### config.mk
export PLATFORM = sky130hd
export DESIGN_NAME = vga_write_arbiter
export DESIGN_NICKNAME = d
export VERILOG_FILES = /design/src/rtl/vga_pkg.sv /design/src/rtl/vga_arb_pick.sv /design/src/rtl/vga_write_arbiter.sv
export SDC_FILE = /design/constraint.sdc
export NUM_CORES = 1
export LEC_CHECK = 0
export CAP_MARGIN = 10
export CORE_MARGIN = 1
export CORE_UTILIZATION = 25
export DETAILED_ROUTE_END_ITERATION = 6
export DONT_BUFFER_PORTS = 1
export PLACE_DENSITY_LB_ADDON = 0.2
export SKIP_LAST_GASP = 1
export SLEW_MARGIN = 20
export SYNTH_ARGS = -nofsm -noshare
export SYNTH_HDL_FRONTEND = slang
export SYNTH_SLANG_ARGS = --single-unit
### constraint.sdc
create_clock -name CLOCK_50 -period 4.5 [get_ports CLOCK_50]
set_clock_uncertainty 0.15 [all_clocks]
set_input_delay 0.675 -clock CLOCK_50 [delete_from_list [all_inputs] [get_ports CLOCK_50]]
set_output_delay 0.675 -clock CLOCK_50 [all_outputs]
set_load 0.1 [all_outputs]
### src/rtl/vga_pkg.sv
// ----------------------------------------------------------------------------
// vga_pkg
// Shared definitions for the VGA write arbiter: default screen bounds, pixel
// field widths, requester index constants, FSM state encoding, the pixel
// record carried through the arbiter, and one-hot/index helpers.
// ----------------------------------------------------------------------------
package vga_pkg;

    localparam int unsigned SCREEN_W_DEF = 320;
    localparam int unsigned SCREEN_H_DEF = 240;

    localparam int X_W     = 9;
    localparam int Y_W     = 8;
    localparam int COLOR_W = 9;   // RGB 3:3:3
    localparam int N_REQ   = 3;

    // Requester indices; OWNER_NONE marks "no burst owner".
    localparam logic [1:0] REQ_CLEAR  = 2'd0;
    localparam logic [1:0] REQ_BRUSH  = 2'd1;
    localparam logic [1:0] REQ_CURSOR = 2'd2;
    localparam logic [1:0] OWNER_NONE = 2'd3;

    // FSM state encoding.
    localparam logic ST_IDLE   = 1'b0;
    localparam logic ST_LOCKED = 1'b1;

    typedef struct packed {
        logic [X_W-1:0]     x;
        logic [Y_W-1:0]     y;
        logic [COLOR_W-1:0] color;
    } pixel_t;

    // Requester index to one-hot; OWNER_NONE maps to all zeros.
    function automatic logic [N_REQ-1:0] idx_to_onehot(input logic [1:0] idx);
        logic [N_REQ-1:0] oh;
        oh = '0;
        case (idx)
            REQ_CLEAR:  oh = 3'b001;
            REQ_BRUSH:  oh = 3'b010;
            REQ_CURSOR: oh = 3'b100;
            default:    oh = '0;
        endcase
        return oh;
    endfunction

    // One-hot (or zero) to requester index; zero maps to OWNER_NONE.
    function automatic logic [1:0] onehot_to_idx(input logic [N_REQ-1:0] oh);
        logic [1:0] idx;
        idx = OWNER_NONE;
        if (oh[0])      idx = REQ_CLEAR;
        else if (oh[1]) idx = REQ_BRUSH;
        else if (oh[2]) idx = REQ_CURSOR;
        return idx;
    endfunction

endpackage

### src/rtl/vga_arb_pick.sv
// ----------------------------------------------------------------------------
// vga_arb_pick
// Combinational 3-way pick: searches valid_i starting at start_i and wrapping
// modulo 3, returning a one-hot grant of the first valid requester found.
// A start index of 3 is treated as 0.
//
// Ports
//   valid_i  in  3  per-requester valid
//   start_i  in  2  index where the search begins
//   grant_o  out 3  one-hot grant (zero when nothing is valid)
// ----------------------------------------------------------------------------
module vga_arb_pick
    import vga_pkg::*;
(
    input  logic [N_REQ-1:0] valid_i,
    input  logic [1:0]       start_i,
    output logic [N_REQ-1:0] grant_o
);

    // NOTE: every output gets a default before the branches, so no path
    // leaves it unassigned and no latch is inferred.
    always_comb begin
        grant_o = '0;
        case (start_i)
            REQ_BRUSH: begin
                if (valid_i[1])      grant_o = 3'b010;
                else if (valid_i[2]) grant_o = 3'b100;
                else if (valid_i[0]) grant_o = 3'b001;
            end
            REQ_CURSOR: begin
                if (valid_i[2])      grant_o = 3'b100;
                else if (valid_i[0]) grant_o = 3'b001;
                else if (valid_i[1]) grant_o = 3'b010;
            end
            default: begin
                if (valid_i[0])      grant_o = 3'b001;
                else if (valid_i[1]) grant_o = 3'b010;
                else if (valid_i[2]) grant_o = 3'b100;
            end
        endcase
    end

endmodule

### src/rtl/vga_write_arbiter.sv
// ----------------------------------------------------------------------------
// vga_write_arbiter
// Arbitrates three pixel requesters (clear engine, brush, cursor renderer)
// onto one VGA adapter write port. A burst that does not end on its first
// beat locks the port to its owner until a beat with req_last is accepted.
// Accepted in-range beats are written one cycle later; out-of-range beats
// complete the handshake but are dropped.
//
// Configuration
//   VGA_ARB_ROUND_ROBIN_EN  defined: round-robin IDLE arbitration
//                           undefined: fixed priority 0 > 1 > 2
//
// Ports
//   CLOCK_50   in  1   clock, rising edge
//   reset      in  1   asynchronous active-high reset
//   req_valid  in  3   per-requester pixel valid
//   req_last   in  3   per-requester end-of-burst marker
//   req_x      in  27  packed 3x9 pixel x
//   req_y      in  24  packed 3x8 pixel y
//   req_color  in  27  packed 3x9 colour
//   req_ready  out 3   per-requester accept (at most one high)
//   vga_x      out 9   registered pixel x
//   vga_y      out 8   registered pixel y
//   vga_color  out 9   registered colour
//   vga_write  out 1   registered write strobe
//   owner      out 2   current burst owner, 3 = none
//   busy       out 1   high while a burst is locked
// ----------------------------------------------------------------------------
module vga_write_arbiter
    import vga_pkg::*;
#(
    parameter int unsigned SCREEN_W = SCREEN_W_DEF,
    parameter int unsigned SCREEN_H = SCREEN_H_DEF
) (
    input  logic                   CLOCK_50,
    input  logic                   reset,
    input  logic [N_REQ-1:0]       req_valid,
    input  logic [N_REQ-1:0]       req_last,
    input  logic [N_REQ*X_W-1:0]   req_x,
    input  logic [N_REQ*Y_W-1:0]   req_y,
    input  logic [N_REQ*COLOR_W-1:0] req_color,
    output logic [N_REQ-1:0]       req_ready,
    output logic [X_W-1:0]         vga_x,
    output logic [Y_W-1:0]         vga_y,
    output logic [COLOR_W-1:0]     vga_color,
    output logic                   vga_write,
    output logic [1:0]             owner,
    output logic                   busy
);

    logic             state_q, state_d;
    logic [1:0]       owner_q, owner_d;
    pixel_t           pix_q, pix_d;
    logic             write_q, write_d;

    logic [N_REQ-1:0] pick_grant;
    logic [1:0]       pick_start;
    logic [N_REQ-1:0] fire;
    logic             xfer;
    logic [1:0]       sel_idx;
    pixel_t           beat;
    logic             beat_last;
    logic             in_range;

    // ------------------------------------------------------------------
    // Search start for the IDLE pick.
    // ------------------------------------------------------------------
`ifdef VGA_ARB_ROUND_ROBIN_EN
    logic [1:0] rr_ptr_q, rr_ptr_d;

    // Start one past the last IDLE grant, wrapping 2 -> 0.
    always_comb begin
        pick_start = (rr_ptr_q == REQ_CURSOR) ? REQ_CLEAR : rr_ptr_q + 2'd1;
    end

    // Pointer follows every IDLE grant; grants inside a locked burst do not
    // move it.
    always_comb begin
        rr_ptr_d = rr_ptr_q;
        if (state_q == ST_IDLE && xfer) begin
            rr_ptr_d = sel_idx;
        end
    end

    always_ff @(posedge CLOCK_50 or posedge reset) begin
        if (reset) begin
            rr_ptr_q <= REQ_CURSOR;
        end else begin
            rr_ptr_q <= rr_ptr_d;
        end
    end
`else
    assign pick_start = REQ_CLEAR;
`endif

    vga_arb_pick u_pick (
        .valid_i (req_valid),
        .start_i (pick_start),
        .grant_o (pick_grant)
    );

    // ------------------------------------------------------------------
    // Handshake: in LOCKED only the owner may be accepted, even if it is
    // currently idle and others are waiting.
    // ------------------------------------------------------------------
    always_comb begin
        if (state_q == ST_LOCKED) begin
            req_ready = idx_to_onehot(owner_q) & req_valid;
        end else begin
            req_ready = pick_grant;
        end
    end

    assign fire    = req_valid & req_ready;
    assign xfer    = |fire;
    assign sel_idx = onehot_to_idx(fire);

    // Select the accepted beat; fire is one-hot or zero.
    always_comb begin
        beat      = '0;
        beat_last = 1'b0;
        for (int i = 0; i < N_REQ; i++) begin
            if (fire[i]) begin
                beat.x     = req_x[X_W*i +: X_W];
                beat.y     = req_y[Y_W*i +: Y_W];
                beat.color = req_color[COLOR_W*i +: COLOR_W];
                beat_last  = req_last[i];
            end
        end
    end

    assign in_range = (32'(beat.x) < SCREEN_W) && (32'(beat.y) < SCREEN_H);

    // ------------------------------------------------------------------
    // Burst lock FSM. A single-beat burst in IDLE never locks.
    // ------------------------------------------------------------------
    always_comb begin
        state_d = state_q;
        owner_d = owner_q;
        if (xfer) begin
            if (state_q == ST_IDLE) begin
                if (!beat_last) begin
                    state_d = ST_LOCKED;
                    owner_d = sel_idx;
                end
            end else if (beat_last) begin
                state_d = ST_IDLE;
                owner_d = OWNER_NONE;
            end
        end
    end

    // Out-of-range beats are consumed without touching the pixel register.
    assign write_d = xfer && in_range;
    assign pix_d   = write_d ? beat : pix_q;

    // NOTE: sequential state uses non-blocking assignments so every register
    // samples the pre-edge values, independent of statement order.
    always_ff @(posedge CLOCK_50 or posedge reset) begin
        if (reset) begin
            state_q <= ST_IDLE;
            owner_q <= OWNER_NONE;
            pix_q   <= '0;
            write_q <= 1'b0;
        end else begin
            state_q <= state_d;
            owner_q <= owner_d;
            pix_q   <= pix_d;
            write_q <= write_d;
        end
    end

    assign vga_x     = pix_q.x;
    assign vga_y     = pix_q.y;
    assign vga_color = pix_q.color;
    assign vga_write = write_q;
    assign owner     = owner_q;
    assign busy      = (state_q == ST_LOCKED);

endmodule

==> run metrics, run 1 <==
root buf cell=clkbuf_8; Worst-path clk slew=60 ps; status=finished clean; Worst EP required=4540 ps; total grt overflow=0; final worst-path cycle share=around 77%; Clock Latency Late Sink=270 ps; setup TNS=0 ps; drt drc=0; CP Capture Type=register; # setup viols final=0; Die X=between 80 and 90 um; area grow syn2layout=8.27%; Via density=6.24; die area=7290 sq um; Max FO, Critical Path=20; CTS tree=built; crit start category=register; CTS Sinks=30; Num CTS Buffers=5; FP Rows=30; via count=1,530; Setup Fix Bufs, Post-CTS=0; fmax=0.290 GHz; Port-buffer cells=0; unrepaired setup endpoints after global routing=no; GPL Wtd Cong=just over 0.9; Post-Syn Nets=254; Tmin final=3450 ps; H-tree Lvls=2; Post-CTS Hold Buffers=0; Slew Limit Fails=0; drt initial violations=about 110; mean post-synth cell area=slightly above 10 sq um; initial antenna violation count=0; clock buffer depth=2; drt total wl=approximately 5200 um; Syn Std Cell Area=1740 sq um; Crit path arrival time=3490 ps; diode count=0; Ports=119; Wirelength per Cell=21.0 um; yosys warns=0; core area=around 6800 sq um; first-pass GRT wire length=around 7800 um; FF+latch count, synth=30; DIE HEIGHT=85.4 um; HPWL after DPL=3820 um; Synth cell types=36; worst slew pin tran=931 ps; Final ANT Viol Nets=0; Detailed Routing Iterations Pass 1=5; Initial Util=25.7%; layout net count=251; Slew HR=37.9%; global-route usage over all layers=14.0%; max capacitance violation total=0; number of global-route vias before repair=1,490; Hold Crit Class=input port to asynchronous set/reset pin; sequential area share after synthesis=43.3%; share of layout cells above drive strength 1=18.2%; synthesized instance count=168; final hold vios=0; Post-CTS Resized=0; kind of critical path=register to register; pin count of the biggest net entering global routing=44
metal layers:
metal  track usage [%]  wire, um
met3              4.67       405
met2              22.3      2480
met1              17.7      2170
met5                 0         0
met4              5.15        90
worst paths after layout:
path                           start           end  slack [ps]  depth (start not counted)
max                         owner[1]  vga_color[8]        1050                          8
min                            reset  vga_color[5]         220                          2
max reg2reg                 owner[1]  vga_color[8]        1050                          8
min reg2reg                 owner[0]      owner[0]         690                          1
max in group asynchronous      reset      owner[0]        3650                          2
min in group CLOCK_50      req_x[25]      vga_x[7]         490                          2
critical path, cell delays in order, from the launching register on:
cell	delay, ps
dfstp_2	520
buf_4	310
and3b_1	280
o21a_2	360
a22o_1	350
o41ai_4	780
buf_4	340
a21oi_1	90
a31oi_1	190
per-stage QoR:
| step | hold WS, ps | std cells | worst slack (ps) | util (%) | area (sq um) |
|---|---|---|---|---|---|
| after floorplan | 614 | 168 | 740 | - | 1740 |
| after global placement | 521 | 238 | 1140 | 26.7 | 1810 |
| after detailed placement | 524 | 238 | 1020 | 26.7 | 1810 |
| after CTS | 220 | 245 | 1010 | 27.9 | 1880 |
| after global routing | 256 | 245 | 827 | 27.9 | 1880 |
| final | 215 | 245 | 1050 | 27.9 | 1880 |
state kept, by name, indices dropped and copies added, names as in the netlist:
signal and count:
vga_color 9, vga_x 9, vga_y 8, owner 2, busy 1, vga_write 1
cells in the mapped netlist (all sizes together):
cell type  count  area, sq um
o2111ai        1         8.76
and3           1         6.26
inv            2         7.51
nor2b          1         6.26
o41ai          1         27.5
mux2           4         52.6
a21o           2         15.0
o21ai          1         5.00
o21a           1         7.51
nand2          1         11.3
buf            7         53.8
and4b          1         10.0
or4b           1         13.8
a22o           4         35.0
and3b          1         8.76
dfrtp         28          701
a31oi         21          131
a31o           2         17.5
nor2           7         28.8
nand3          4         20.0
clkinv         1         16.3
dfstp          2         52.6
a222oi        20          200
o211ai         4         30.0
nor4           1         6.26
a21oi         29          145
a21bo          1         10.0
and2           2         15.0
o22a           2         17.5
a221o          2         20.0
nand4b         2         17.5
clkbuf        11         41.3
logic make-up (layout without fill, tap and decap cells):
| family | after synthesis | count (layout) | share of synthesized area, % |
|---|---|---|---|
| multiplexers | 4 | 4 | 3.02 |
| AND/OR/NAND/NOR | 22 | 22 | 8.27 |
| buffers and inverters | 21 | 18 | 6.83 |
| AO/OA/AOI/OAI | 91 | 91 | 38.6 |
| flip-flops | 30 | 30 | 43.3 |
layout make-up:
class                   instances  area [sq um]
clock buffers                   7          76.3
repair buffers                  8          60.1
fillers                       731          4870
inverters                       3          23.8
well taps                      80           100
flip-flops and latches         30           753
multi-input cells             117           870
placed cells by master, fill, tap and decap left out, drive strengths merged, types with 4 or more instances in the layout:
cell     n
a22o     4
a21oi   29
a222oi  20
clkbuf   7
o211ai   4
a31oi   21
nor2     7
buf      8
nand3    4
mux2     4
dfrtp   28
Power of run 1 is left out: the tool's default activity adds up to more than one toggle a clock period on the data nets, which glitch-free logic cannot reach.
==> inputs of run 2 (changes only) <==
==> constraint.sdc (replaced) <==
create_clock -name CLOCK_50 -period 3.4 [get_ports CLOCK_50]
set_clock_uncertainty 0.15 [all_clocks]
set_input_delay 0.51 -clock CLOCK_50 [delete_from_list [all_inputs] [get_ports CLOCK_50]]
set_output_delay 0.51 -clock CLOCK_50 [all_outputs]
set_load 0.1 [all_outputs]
==> run metrics, run 2 (synthesis results as in run 1) <==
die area=7290 sq um (unchanged); status=finished clean; global-route usage over all layers=14.3% (+0.30 points); most common cell after layout, fill and taps aside=a21oi_1; origin of the critical flop-to-flop path=busy; drt total wl=5250 um (+2.0%); initial antenna violation count=0 (unchanged); R2R Path End=vga_color[6]; GPL Wtd Cong=0.873 (-6.5%); root buf cell=clkbuf_8; commonest non-fill, non-tap cells in the layout=a21oi_1 (29), dfrtp_1 (28), a31oi_1 (21); Post-CTS Resized=0 (unchanged); Clock Latency Late Sink=280 ps (about the same); Critical path origin=busy; Die X=85.4 um (unchanged); Port-buffer cells=0 (unchanged); crit start category=register; via count=1,534 (+0.26%); Worst EP required=3450 ps (-1090 ps); CTS Sinks=30 (unchanged); DR WL met3=454 um (+12%); CP Capture Type=register; Wirelength per Cell=21.4 um (+1.5%); reg2reg setup slack=390 ps (-660 ps); wire length on met1=2180 um (about the same); pin count of the biggest net entering global routing=43 (-2.3%); DIE HEIGHT=85.4 um (unchanged); unrepaired setup endpoints after global routing=no; first-pass GRT wire length=7920 um (+2.1%); Worst R2R Path Depth=8 (unchanged); number of global-route vias before repair=1,445 (-3.0%); area grow syn2layout=9.14%; DP Worst Slack=383 ps (-642 ps); max capacitance violation total=0 (unchanged); Slew Limit Fails=0 (unchanged); core area=6760 sq um (unchanged); # setup viols final=0 (unchanged); HPWL after DPL=3720 um (-2.6%); drt drc=0 (unchanged); final hold vios=0 (unchanged); clock buffer depth=2 (unchanged); final setup margin=391 ps (-661 ps); share of layout cells above drive strength 1=19.3% (+1.1 points); Final ANT Viol Nets=0 (unchanged); worst setup path end=vga_color[6]; Slew HR=37.9% (about the same); setup TNS=0 ps (unchanged); CTS tree=built; highest metal used=met4; Via density=6.24 (-0.15%); drt initial violations=136 (+28%); layout net count=251 (unchanged); Detailed Routing Iterations Pass 1=5 (unchanged); Crit path arrival time=3060 ps (-430 ps); kind of critical path=register to register; worst slew pin tran=931 ps (-0.147 ps); Worst-path clk slew=60 ps (about the same); Hold Crit Class=input port to asynchronous set/reset pin; FP Rows=30 (unchanged); Max FO, Critical Path=42 (+110%); Initial Util=25.7% (unchanged); final worst-path cycle share=88.5% (+12 points); met2 wire length=2540 um (+2.2%); Post-CTS Hold Buffers=0 (unchanged); total grt overflow=0 (unchanged); fmax=0.332 GHz (+15%); diode count=0 (unchanged); Ports=119 (unchanged); Num CTS Buffers=5 (unchanged); Setup Fix Bufs, Post-CTS=0 (unchanged); H-tree Lvls=2 (unchanged); Tmin final=3010 ps (-439 ps)
-- run 2: changes by cell type in the layout (fill, tap and decap cells not counted) --
cell,previous run,this run
clkbuf_1,2,1
clkinv_2,0,1
clkbuf_8,5,6
-- run 2: worst max-delay path, stage by stage (launching register included) --
cell	delay (ps)
dfrtp_1	460
or4b_4	600
and2_4	200
clkinv_8	190
nor2_2	120
o41ai_4	430
buf_4	440
a21oi_1	130
a31oi_1	180
-- run 2: through the flow --
step           hold slack [ps]  util (%)  cell area, sq um  instances
4_1_cts                   61.1      28.1              1900        246
2_1_floorplan              449         -              1740        168
6_report                  51.7      28.1              1900        246
3_5_place_dp               369      26.7              1810        238
5_1_grt                   76.1      28.1              1900        246
3_3_place_gp               356      26.7              1810        238
-- run 2: how the worst min path moves through the flow --
| stage | to | depth (start not counted) |
|---|---|---|
| finish | vga_color[5] | 2 |
| global route | vga_color[8] | 2 |
| CTS | vga_color[8] | 2 |
| detailed placement | vga_color[4] | 2 |
| global placement | vga_color[5] | 2 |
| floorplan | busy | 1 |
-- run 2: metal layers --
metal,GRT usage (%),vias up
li1,-,699
met3,4.57,11
met5,0,-
met1,17.6,740
met4,5.45,0
met2,23.3,84
-- run 2: final cells by class --
type | instances | area, sq um
clock inverters | 1 | 5.00
flip-flops and latches | 30 | 753
fillers | 715 | 4860
clock buffers | 7 | 86.3
repair buffers | 8 | 60.1
well taps | 80 | 100
inverters | 3 | 23.8
multi-input cells | 117 | 870
Power of run 2 is left out for the same reason.
==> inputs of run 3 (changes only) <==
--- a/config.mk
+++ b/config.mk
@@ -6,10 +6,11 @@
 export NUM_CORES = 1
 export LEC_CHECK = 0
 export CAP_MARGIN = 10
+export CELL_PAD_IN_SITES_DETAIL_PLACEMENT = 2
+export CELL_PAD_IN_SITES_GLOBAL_PLACEMENT = 2
 export CORE_MARGIN = 1
-export CORE_UTILIZATION = 25
+export CORE_UTILIZATION = 19
 export DETAILED_ROUTE_END_ITERATION = 6
-export DONT_BUFFER_PORTS = 1
 export PLACE_DENSITY_LB_ADDON = 0.2
 export SKIP_LAST_GASP = 1
 export SLEW_MARGIN = 20
==> run metrics, run 3 (synthesis results as in run 1) <==
status=finished, violations left; failing checks=design-rule violations; setup TNS=0 ps (unchanged); global-route usage over all layers=14.7% (+0.39 points); GPL Wtd Cong=0.714 (-18%); Post-CTS Hold Buffers=0 (unchanged); worst slew pin tran=1020 ps (+86.6 ps); Slew HR=31.9% (-6.0 points); fillers=982 (+37%); kind of critical path=input port to register; Hold WS=360 ps (+308 ps); drt total wl=7050 um (+34%); initial antenna violation count=0 (unchanged); area grow syn2layout=79.8%; Die X=97.7 um (+14%); Initial Util=19.7% (-6.0 points); via count=1,975 (+29%); first-pass GRT wire length=11,000 um (+39%); final hold vios=0 (unchanged); Inst Count DP=388 (+63%); diode count=0 (unchanged); Final ANT Viol Nets=0 (unchanged); Worst EP required=3440 ps (about the same); max capacitance violation total=0 (unchanged); CTS Sinks=30 (unchanged); origin of the critical flop-to-flop path=busy; Port-buffer cells=118 (+118); DIE HEIGHT=97.7 um (+14%); drt drc=14 (+14); Wirelength per Cell=17.8 um (-17%); R2R Path End=vga_y[1]; Worst R2R Path Depth=8 (unchanged); Worst-path clk slew=60 ps (about the same); final worst-path cycle share=85.6% (-2.9 points); Slew Limit Fails=0 (unchanged); H-tree Lvls=2 (unchanged); Via density=4.99 (-20%); Setup Fix Bufs, Post-CTS=0 (unchanged); CTS tree=built; total grt overflow=0 (unchanged); clock buffer depth=2 (unchanged); Clock Latency Late Sink=270 ps (about the same); Crit path arrival time=2950 ps (-110 ps); Critical path origin=req_valid[0]; root buf cell=clkbuf_8; Non-Filler Instances=396 (+61%); Tmin final=2910 ps (-97.8 ps); share of layout cells above drive strength 1=20.8% (+1.6 points); Hold Crit Class=register to register; fmax=0.343 GHz (+3.4%); most common cell after layout, fill and taps aside=clkdlybuf4s50_1; commonest non-fill, non-tap cells in the layout=clkdlybuf4s50_1 (91), buf_4 (36), a21oi_1 (29); Max FO, Critical Path=26 (-38%); crit start category=input port; drt initial violations=98 (-28%); FP Rows=34 (+13%); layout net count=373 (+49%); worst setup path end=vga_y[1]; Ports=119 (unchanged); number of global-route vias before repair=2,107 (+46%); Num CTS Buffers=5 (unchanged); core area=8810 sq um (+30%); pin count of the biggest net entering global routing=31 (-28%); unrepaired setup endpoints after global routing=no; die area=9540 sq um (+31%); # setup viols final=0 (unchanged); HPWL after DPL=5610 um (+51%); Post-CTS Resized=0 (unchanged); Detailed Routing Iterations Pass 1=7 (+2); reg2reg setup slack=560 ps (+170 ps); CP Capture Type=register
[run 3: changes by cell type in the layout (fill, tap and decap cells not counted), sizes merged]
cell	previous run	this run
bufinv	0	1
clkdlybuf4s50	0	91
buf	8	39
clkinv	2	1
[run 3: how the worst min path moves through the flow]
stage / startpoint / endpoint / slack [ps] / depth (start not counted)
after floorplan: reset / busy / 450 / 1
after global placement: vga_y[6] / vga_y[6] / 340 / 1
after detailed placement: vga_y[6] / vga_y[6] / 350 / 1
after CTS: vga_y[6] / vga_y[6] / 360 / 1
after global routing: vga_y[6] / vga_y[6] / 380 / 1
final: vga_y[6] / vga_y[6] / 360 / 1
[run 3: layout make-up]
type | instances | area [sq um] | share of cell area [%]
repair buffers | 130 | 1240 | 39.7
multi-input cells | 117 | 867 | 27.7
flip-flops and latches | 30 | 753 | 24.1
well taps | 108 | 135 | 4.32
clock buffers | 7 | 76.3 | 2.44
clock inverters | 1 | 30.0 | 0.960
inverters | 3 | 23.8 | 0.760
[run 3: critical path: stages]
cell,delay (ps)
clkdlybuf4s50_1,420
or4b_4,560
and2_4,210
clkinv_8,100
nor2_2,80
o41ai_4,450
buf_4,350
a21oi_1,110
a31oi_1,160
[run 3: metrics by stage]
stage          area (sq um)  setup WS [ps]  util [%]
2_1_floorplan          1740            153         -
3_3_place_gp           3020            245      34.3
3_5_place_dp           3020            185      34.3
4_1_cts                3130            479      35.5
5_1_grt                3130            328      35.5
6_report               3130            489      35.5
[run 3: routing by layer]
metal / global-route usage (%) / share of wire (%) / vias to the layer above / wire, um
met5: 0 / 0 / - / 0
met4: 4.08 / 1.3 / 0 / 94
met3: 4.89 / 8.2 / 9 / 578
met2: 25.6 / 49 / 81 / 3460
met1: 17.1 / 41 / 947 / 2920
li1: - / - / 938 / -
Power of run 3 is left out for the same reason.
